===== src/rtl/catcore_pkg.sv =====
// Shared CatCORE definitions: opcode field values and the fetch FSM states.
package catcore_pkg;

    localparam logic [5:0] OP_NOP  = 6'b000000;
    localparam logic [5:0] OP_IN   = 6'b000111;
    localparam logic [5:0] OP_BEQ  = 6'b010110;
    localparam logic [5:0] OP_BNQ  = 6'b010111;
    localparam logic [5:0] OP_HALT = 6'b111110;
    localparam logic [5:0] OP_JUMP = 6'b111111;

    typedef enum logic [1:0] {
        EXEC,
        ESPERA_IN,
        COMMIT_IN,
        PARADO
    } estado_t;

    function automatic logic [5:0] opcode_de(input logic [31:0] instr);
        return instr[31:26];
    endfunction

endpackage


===== src/rtl/unidade_busca_if.sv =====
// Fetch-stage bus: instruction memory address/data, datapath hand-off and status.
interface unidade_busca_if;

    logic [31:0] instrucao;
    logic        desvio_tomado;
    logic        confirmacao;
    logic [31:0] endereco;
    logic        instrucao_valida;
    logic        esperando_in;
    logic        parado;
    logic        erro_endereco;

    modport master (
        input  instrucao, desvio_tomado, confirmacao,
        output endereco, instrucao_valida, esperando_in, parado, erro_endereco
    );

    modport slave (
        output instrucao, desvio_tomado, confirmacao,
        input  endereco, instrucao_valida, esperando_in, parado, erro_endereco
    );

endinterface


===== src/rtl/unidade_busca_sincroniza_borda.sv =====
// Synchroniser chain for an asynchronous push button plus rising-edge detect.
module sincroniza_borda #(
    parameter int unsigned SYNC_STAGES = 2
) (
    input  logic clock,
    input  logic reset_n,
    input  logic entrada,
    output logic borda
);

    logic [SYNC_STAGES-1:0] cadeia;
    logic                   anterior;

    // Shift the raw input through the chain; remember the last synchronised value.
    always_ff @(posedge clock or negedge reset_n) begin
        if (!reset_n) begin
            cadeia   <= '0;
            anterior <= 1'b0;
        end else begin
            cadeia[0] <= entrada;
            for (int unsigned i = 1; i < SYNC_STAGES; i++) begin
                cadeia[i] <= cadeia[i-1];
            end
            anterior <= cadeia[SYNC_STAGES-1];
        end
    end

    // One-cycle pulse on a 0->1 transition of the synchronised signal.
    always_comb begin
        borda = cadeia[SYNC_STAGES-1] & ~anterior;
    end

endmodule


===== src/rtl/unidade_busca.sv =====
// CatCORE fetch/sequencing stage: owns the PC, picks the next PC from the
// fetched word, stalls on IN and HALT, and issues the per-cycle commit strobe.
module unidade_busca
    import catcore_pkg::*;
#(
    parameter int unsigned MEM_DEPTH   = 71,
    parameter int unsigned SYNC_STAGES = 2
) (
    input  logic           clock,
    input  logic           reset_n,
    unidade_busca_if.master bus
);

    estado_t     estado;
    logic [31:0] pc;
    logic [31:0] pc_prox;
    logic        pode_commit;
    logic        esperando_q;
    logic        parado_q;
    logic        erro_q;
    logic [5:0]  opcode;
    logic        fora_faixa;
    logic        squash_exec;
    logic        confirma_borda;

    sincroniza_borda #(.SYNC_STAGES(SYNC_STAGES)) u_sincroniza (
        .clock   (clock),
        .reset_n (reset_n),
        .entrada (bus.confirmacao),
        .borda   (confirma_borda)
    );

    // Decode the fetched word and flag a PC outside the instruction memory.
    always_comb begin
        opcode      = opcode_de(bus.instrucao);
        fora_faixa  = (estado != PARADO) && (pc > 32'(MEM_DEPTH - 1));
        squash_exec = (estado == EXEC) && ((opcode == OP_IN) || (opcode == OP_HALT));
    end

    // Next-PC mux for an instruction executing in EXEC.
    always_comb begin
        pc_prox = pc + 32'd1;
        case (opcode)
            OP_JUMP: pc_prox = {6'b0, bus.instrucao[25:0]};
            OP_BEQ, OP_BNQ: begin
                if (bus.desvio_tomado) begin
                    pc_prox = {16'b0, bus.instrucao[15:0]};
                end
            end
            default: pc_prox = pc + 32'd1;
        endcase
    end

    // Commit strobe: registered eligibility, squashed by IN/HALT or a bad PC.
    always_comb begin
        bus.instrucao_valida = pode_commit & ~fora_faixa & ~squash_exec;
        bus.endereco         = pc;
        bus.esperando_in     = esperando_q;
        bus.parado           = parado_q;
        bus.erro_endereco    = erro_q;
    end

    // Sequencing FSM. pode_commit is low only in the post-reset bubble and in
    // the stall/halt states, so EXEC with pode_commit low marks that bubble.
    always_ff @(posedge clock or negedge reset_n) begin
        if (!reset_n) begin
            estado      <= EXEC;
            pc          <= '0;
            pode_commit <= 1'b0;
            esperando_q <= 1'b0;
            parado_q    <= 1'b0;
            erro_q      <= 1'b0;
        end else if (fora_faixa) begin
            estado      <= PARADO;
            pode_commit <= 1'b0;
            esperando_q <= 1'b0;
            parado_q    <= 1'b1;
            erro_q      <= 1'b1;
        end else begin
            case (estado)
                EXEC: begin
                    if (!pode_commit) begin
                        pode_commit <= 1'b1;
                    end else if (opcode == OP_IN) begin
                        estado      <= ESPERA_IN;
                        pode_commit <= 1'b0;
                        esperando_q <= 1'b1;
                    end else if (opcode == OP_HALT) begin
                        estado      <= PARADO;
                        pode_commit <= 1'b0;
                        parado_q    <= 1'b1;
                    end else begin
                        pc <= pc_prox;
                    end
                end
                ESPERA_IN: begin
                    if (confirma_borda) begin
                        estado      <= COMMIT_IN;
                        pode_commit <= 1'b1;
                        esperando_q <= 1'b0;
                    end
                end
                COMMIT_IN: begin
                    estado <= EXEC;
                    pc     <= pc + 32'd1;
                end
                PARADO: begin
                    estado <= PARADO;
                end
                default: begin
                    estado <= PARADO;
                end
            endcase
        end
    end

endmodule


===== src/flat_wrapper.sv =====
// flat-port wrapper written by rule: the top's interface ports become plain ports
module unidade_busca_flat import catcore_pkg::*;
#(
    parameter int unsigned MEM_DEPTH   = 71,
    parameter int unsigned SYNC_STAGES = 2
)
  (clock, reset_n, bus_instrucao, bus_desvio_tomado, bus_confirmacao, bus_endereco, bus_instrucao_valida, bus_esperando_in, bus_parado, bus_erro_endereco);
  unidade_busca_if bus_i ();
  input  logic clock;
  input  logic reset_n;
  input wire logic [$bits(bus_i.instrucao)-1:0] bus_instrucao;
  input wire logic [$bits(bus_i.desvio_tomado)-1:0] bus_desvio_tomado;
  input wire logic [$bits(bus_i.confirmacao)-1:0] bus_confirmacao;
  output wire logic [$bits(bus_i.endereco)-1:0] bus_endereco;
  output wire logic [$bits(bus_i.instrucao_valida)-1:0] bus_instrucao_valida;
  output wire logic [$bits(bus_i.esperando_in)-1:0] bus_esperando_in;
  output wire logic [$bits(bus_i.parado)-1:0] bus_parado;
  output wire logic [$bits(bus_i.erro_endereco)-1:0] bus_erro_endereco;
  assign bus_i.instrucao = bus_instrucao;
  assign bus_i.desvio_tomado = bus_desvio_tomado;
  assign bus_i.confirmacao = bus_confirmacao;
  assign bus_endereco = bus_i.endereco;
  assign bus_instrucao_valida = bus_i.instrucao_valida;
  assign bus_esperando_in = bus_i.esperando_in;
  assign bus_parado = bus_i.parado;
  assign bus_erro_endereco = bus_i.erro_endereco;
  unidade_busca #(.MEM_DEPTH(MEM_DEPTH), .SYNC_STAGES(SYNC_STAGES)) u_core (.clock(clock), .reset_n(reset_n), .bus(bus_i));
endmodule

===== config.mk =====
export PLATFORM = sky130hd
export DESIGN_NAME = unidade_busca_flat
export DESIGN_NICKNAME = d
export VERILOG_FILES = /design/src/rtl/catcore_pkg.sv /design/src/rtl/unidade_busca_if.sv /design/src/rtl/unidade_busca_sincroniza_borda.sv /design/src/rtl/unidade_busca.sv /design/src/flat_wrapper.sv
export SDC_FILE = /design/constraint.sdc
export NUM_CORES = 1
export LEC_CHECK = 0
export CORE_MARGIN = 5
export CORE_UTILIZATION = 35
export CTS_BUF_LIST = sky130_fd_sc_hd__clkbuf_2
export CTS_CLUSTER_DIAMETER = 80
export DETAILED_ROUTE_END_ITERATION = 10
export PLACE_DENSITY = 0.73
export REMOVE_ABC_BUFFERS = 1
export SETUP_SLACK_MARGIN = 0.05
export SLEW_MARGIN = 15
export SYNTH_ARGS = -nofsm -noshare
export SYNTH_HDL_FRONTEND = slang
export SYNTH_SLANG_ARGS = --single-unit

===== constraint.sdc =====
create_clock -name clock -period 2.45 [get_ports clock]
set_input_delay 0.245 -clock clock [delete_from_list [all_inputs] [get_ports clock]]
set_output_delay 0.245 -clock clock [all_outputs]
set_load 0.1 [all_outputs]

==> impl_metrics.json <==
{
  "grt_usage_pct": 18.0,
  "fillers": 743,
  "drt-initial-drc-count": 252,
  "grt_max_degree": 43,
  "seqCellArea_um2": 1030,
  "yosys.cell_types.count": 51,
  "outcome": "finished, final reports clean",
  "avgSynthCellArea_um2": 8.71,
  "fin_util_pct": 48.4,
  "finalWorstSetupSlack_ps": 9.23,
  "ir_drop_uv": 117,
  "hp-class": "in2reg",
  "port_buffers": 71,
  "synthTopCellsByCount": "dfrtp_1 (41), nor2_1 (21), nand2_1 (20)",
  "area_growth_pct": 35.4,
  "power_frac_clock_pct": 26.7,
  "synth_top_area_share_pct": 37.1,
  "wirelength_um": 8740,
  "crit_arrival_ps": 2200,
  "first_global_vias": 2907,
  "intPower_mw": 0.797,
  "route.detailed.drc": 0,
  "finalCriticalPeriod_ps": 2440,
  "synth_edf_count": 0,
  "critPathBufInv": 3,
  "fmax_ghz": 0.410,
  "critPathRequiredTime_ps": 2200,
  "crit_top_cell": "buf_12",
  "fin_nets": 440,
  "clk_latency_ps": 410,
  "vias": 2951,
  "synth_most_common_cell": "dfrtp_1",
  "antenna_found_initial": 0,
  "std_cell_rows": 32,
  "crit_family": "compound AO/OA/AOI/OAI gates",
  "io_pins": 72,
  "cap_violations": 0,
  "synth_ff_type": "dfrtp_1",
  "slowest_stage": "dfrtp_1",
  "start_util_pct": 35.8,
  "min_period_over_period_pct": 99.6,
  "p_comb_share_pct": 9.1,
  "p_seq_share_pct": 64.2,
  "crit_path_start_kind": "register",
  "grt_pass1_wl_um": 14700,
  "preCtsSetupSlack_ps": 104,
  "whs_ps": 238,
  "dr.pass1.iters": 5,
  "cp_cell_sequence": "inv_1 > ha_1 > and3b_1 > o41ai_4 > a31oi_4 > buf_12 > nor2_4 > buf_12",
  "drive_gt1_share_pct": 21.2,
  "switching_share_pct": 24.9,
  "routedWlPerCell_um": 17.5,
  "root_buffer": "clkbuf_2",
  "ys_top_cells_by_area": "dfrtp_1 (37%), o31ai_1 (4.3%), a2bb2oi_1 (3.2%)",
  "setup_viol": 0,
  "powerDensity_nw_per_um2": 284,
  "grt_overflow": 0,
  "postSynthCellCount": 317,
  "finalWeightedCongestion": 0.880,
  "die-area_um2": 9770,
  "viasPerCell": 5.91,
  "yosys.area.top_type": "dfrtp_1",
  "tightest_slew_ps": 944,
  "path_class": "reg2out",
  "dieHeight_um": 98.8,
  "finalClockSkew_ps": 30.5,
  "finalHoldViolations": 0,
  "core_um2": 7730,
  "hpwl_um": 6150,
  "synth-warning-count": 0,
  "clock_sinks": 41,
  "syn-cell-area_um2": 2760,
  "cp-end-kind": "primary output",
  "die_x_um": 98.8,
  "diodes": 0,
  "rsz0062_at_grt": "true",
  "p_switching_mw": 0.264,
  "htreeDepth": 2,
  "slowest_delay_ps": 420,
  "slew_headroom_pct": 37.1,
  "tritoncts": "built",
  "ys_seq_area_share_pct": 37.1,
  "cts_buffers": 5,
  "cts.path.max_buffers": 2,
  "cp_max_fo": 21,
  "leakage_nw": 1.51,
  "multi_input_area_um2": 1630,
  "ys_ff_latch": 41,
  "path_clk_slew_ps": 220,
  "drtAntennaViolNets": 0,
  "finalMaxSlewViolations": 0,
  "async_flop_share_pct": 100
}
==> cell families after synthesis <==
group           count (synthesis)  synth area share, %
simple gates                  122                 23.8
compound gates                112                 29.8
flops                          41                 37.1
buf+inv                        33                 5.30
fa+ha+maj                       6                 2.72
mux                             3                 1.22
==> per-layer routing <==
layer / track usage [%] / wire (µm)
met1: 24.7 / 3850
met2: 27.9 / 4150
met3: 4.46 / 642
met4: 5.67 / 92
met5: 0 / 0
==> through the flow <==
stage	setup TNS [ps]	total power [mW]	instances	instance area (µm²)
2_1_floorplan	-36230	0.708	291	2640
3_3_place_gp	0	0.789	491	3650
3_5_place_dp	0	0.789	491	3650
4_1_cts	-24.2	1.08	499	3720
5_1_grt	-128	1.11	499	3740
6_report	0	1.06	499	3740
==> path summary, 6_finish.rpt <==
path / start / endpoint / slack, ps / depth (start not counted)
min in group asynchronous: reset_n / u_core.bus.endereco[5] / 490 / 2
setup reg to reg: u_core.bus.endereco[0] / u_core.bus.endereco[31] / 230 / 8
setup / recovery: u_core.bus.endereco[0] / bus_instrucao_valida / 9 / 8
hold / removal: bus_confirmacao / u_core.u_sincroniza.cadeia[0] / 240 / 1
hold reg to reg: u_core.u_sincroniza.cadeia[1] / u_core.u_sincroniza.anterior / 400 / 0
max in group asynchronous: reset_n / u_core.bus.endereco[23] / 1320 / 2
==> state kept, by name (all words and copies together), names as in the netlist <==
name,flops
u_core.estado,2
u_core.bus.erro_endereco,1
u_core.bus.esperando_in,1
u_core.bus.parado,1
u_core.pode_commit,1
u_core.u_sincroniza.cadeia,2
u_core.u_sincroniza.anterior,1
u_core.bus.endereco,32
==> worst register-to-register path: cells and delay by family (launching register included) <==
family / cells / cell delay [ps]
AND/OR/NAND/NOR: 2 / 510
flip-flops: 1 / 420
buffers and inverters: 2 / 220
adder cells (fa/ha/maj): 1 / 140
AO/OA/AOI/OAI: 3 / 820
==> placed cells by master, fill, tap and decap left out, types with 2 or more instances in the layout <==
cell type | synthesis | routed
buf_4 | 1 | 59
dfrtp_1 | 41 | 39
clkdlybuf4s50_1 | 0 | 34
nor2_1 | 21 | 20
nand2_1 | 20 | 20
nor3_1 | 16 | 16
nand3_1 | 16 | 16
o31ai_1 | 16 | 16
a21oi_1 | 13 | 12
a2bb2oi_1 | 10 | 10
a31oi_1 | 10 | 10
o21ai_1 | 9 | 9
nand4_1 | 8 | 8
o21ai_0 | 8 | 8
inv_1 | 7 | 7
o22a_1 | 7 | 7
and3_1 | 6 | 6
and4_1 | 6 | 6
a41oi_1 | 6 | 6
o41ai_1 | 6 | 6
ha_1 | 6 | 6
o22ai_1 | 5 | 5
o31a_1 | 5 | 5
clkbuf_2 | 0 | 5
buf_12 | 0 | 5
nor4_1 | 7 | 4
and2_1 | 4 | 4
nor4_2 | 0 | 3
mux2_2 | 3 | 3
or2_1 | 3 | 3
a211oi_1 | 3 | 3
or3_1 | 3 | 3
a211o_1 | 3 | 3
or3b_1 | 2 | 2
nand4b_1 | 2 | 2
nand3b_1 | 2 | 2
nand2b_1 | 2 | 2
dfrtp_2 | 0 | 2
==> power groups by stage <==
stage          clock network [mW]  registers (mW)  logic, mW
2_1_floorplan                   0           0.693     0.0157
3_3_place_gp                    0           0.693     0.0963
3_5_place_dp                    0           0.693     0.0966
4_1_cts                     0.296           0.681     0.0986
5_1_grt                     0.321           0.682      0.106
6_report                    0.283           0.681     0.0968
==> area by class of cell <==
type / count / share of cell area [%]
Sequential cell: 41 / 27.5
Multi-Input combinational cell: 243 / 43.6
Clock inverter: 1 / 0.134
Inverter: 7 / 0.703
Tap cell: 102 / 3.41
Timing Repair Buffer: 100 / 24.0
Clock buffer: 5 / 0.669
==> repair_timing <==
item,in CTS,in global routing
pin swaps,0,0
hold buffers,1,0
setup endpoints to repair,1,1
gates resized for setup,7,3
buffers inserted,1,0
hold endpoints to repair,41,0
Power figures use the tool's default switching activity.
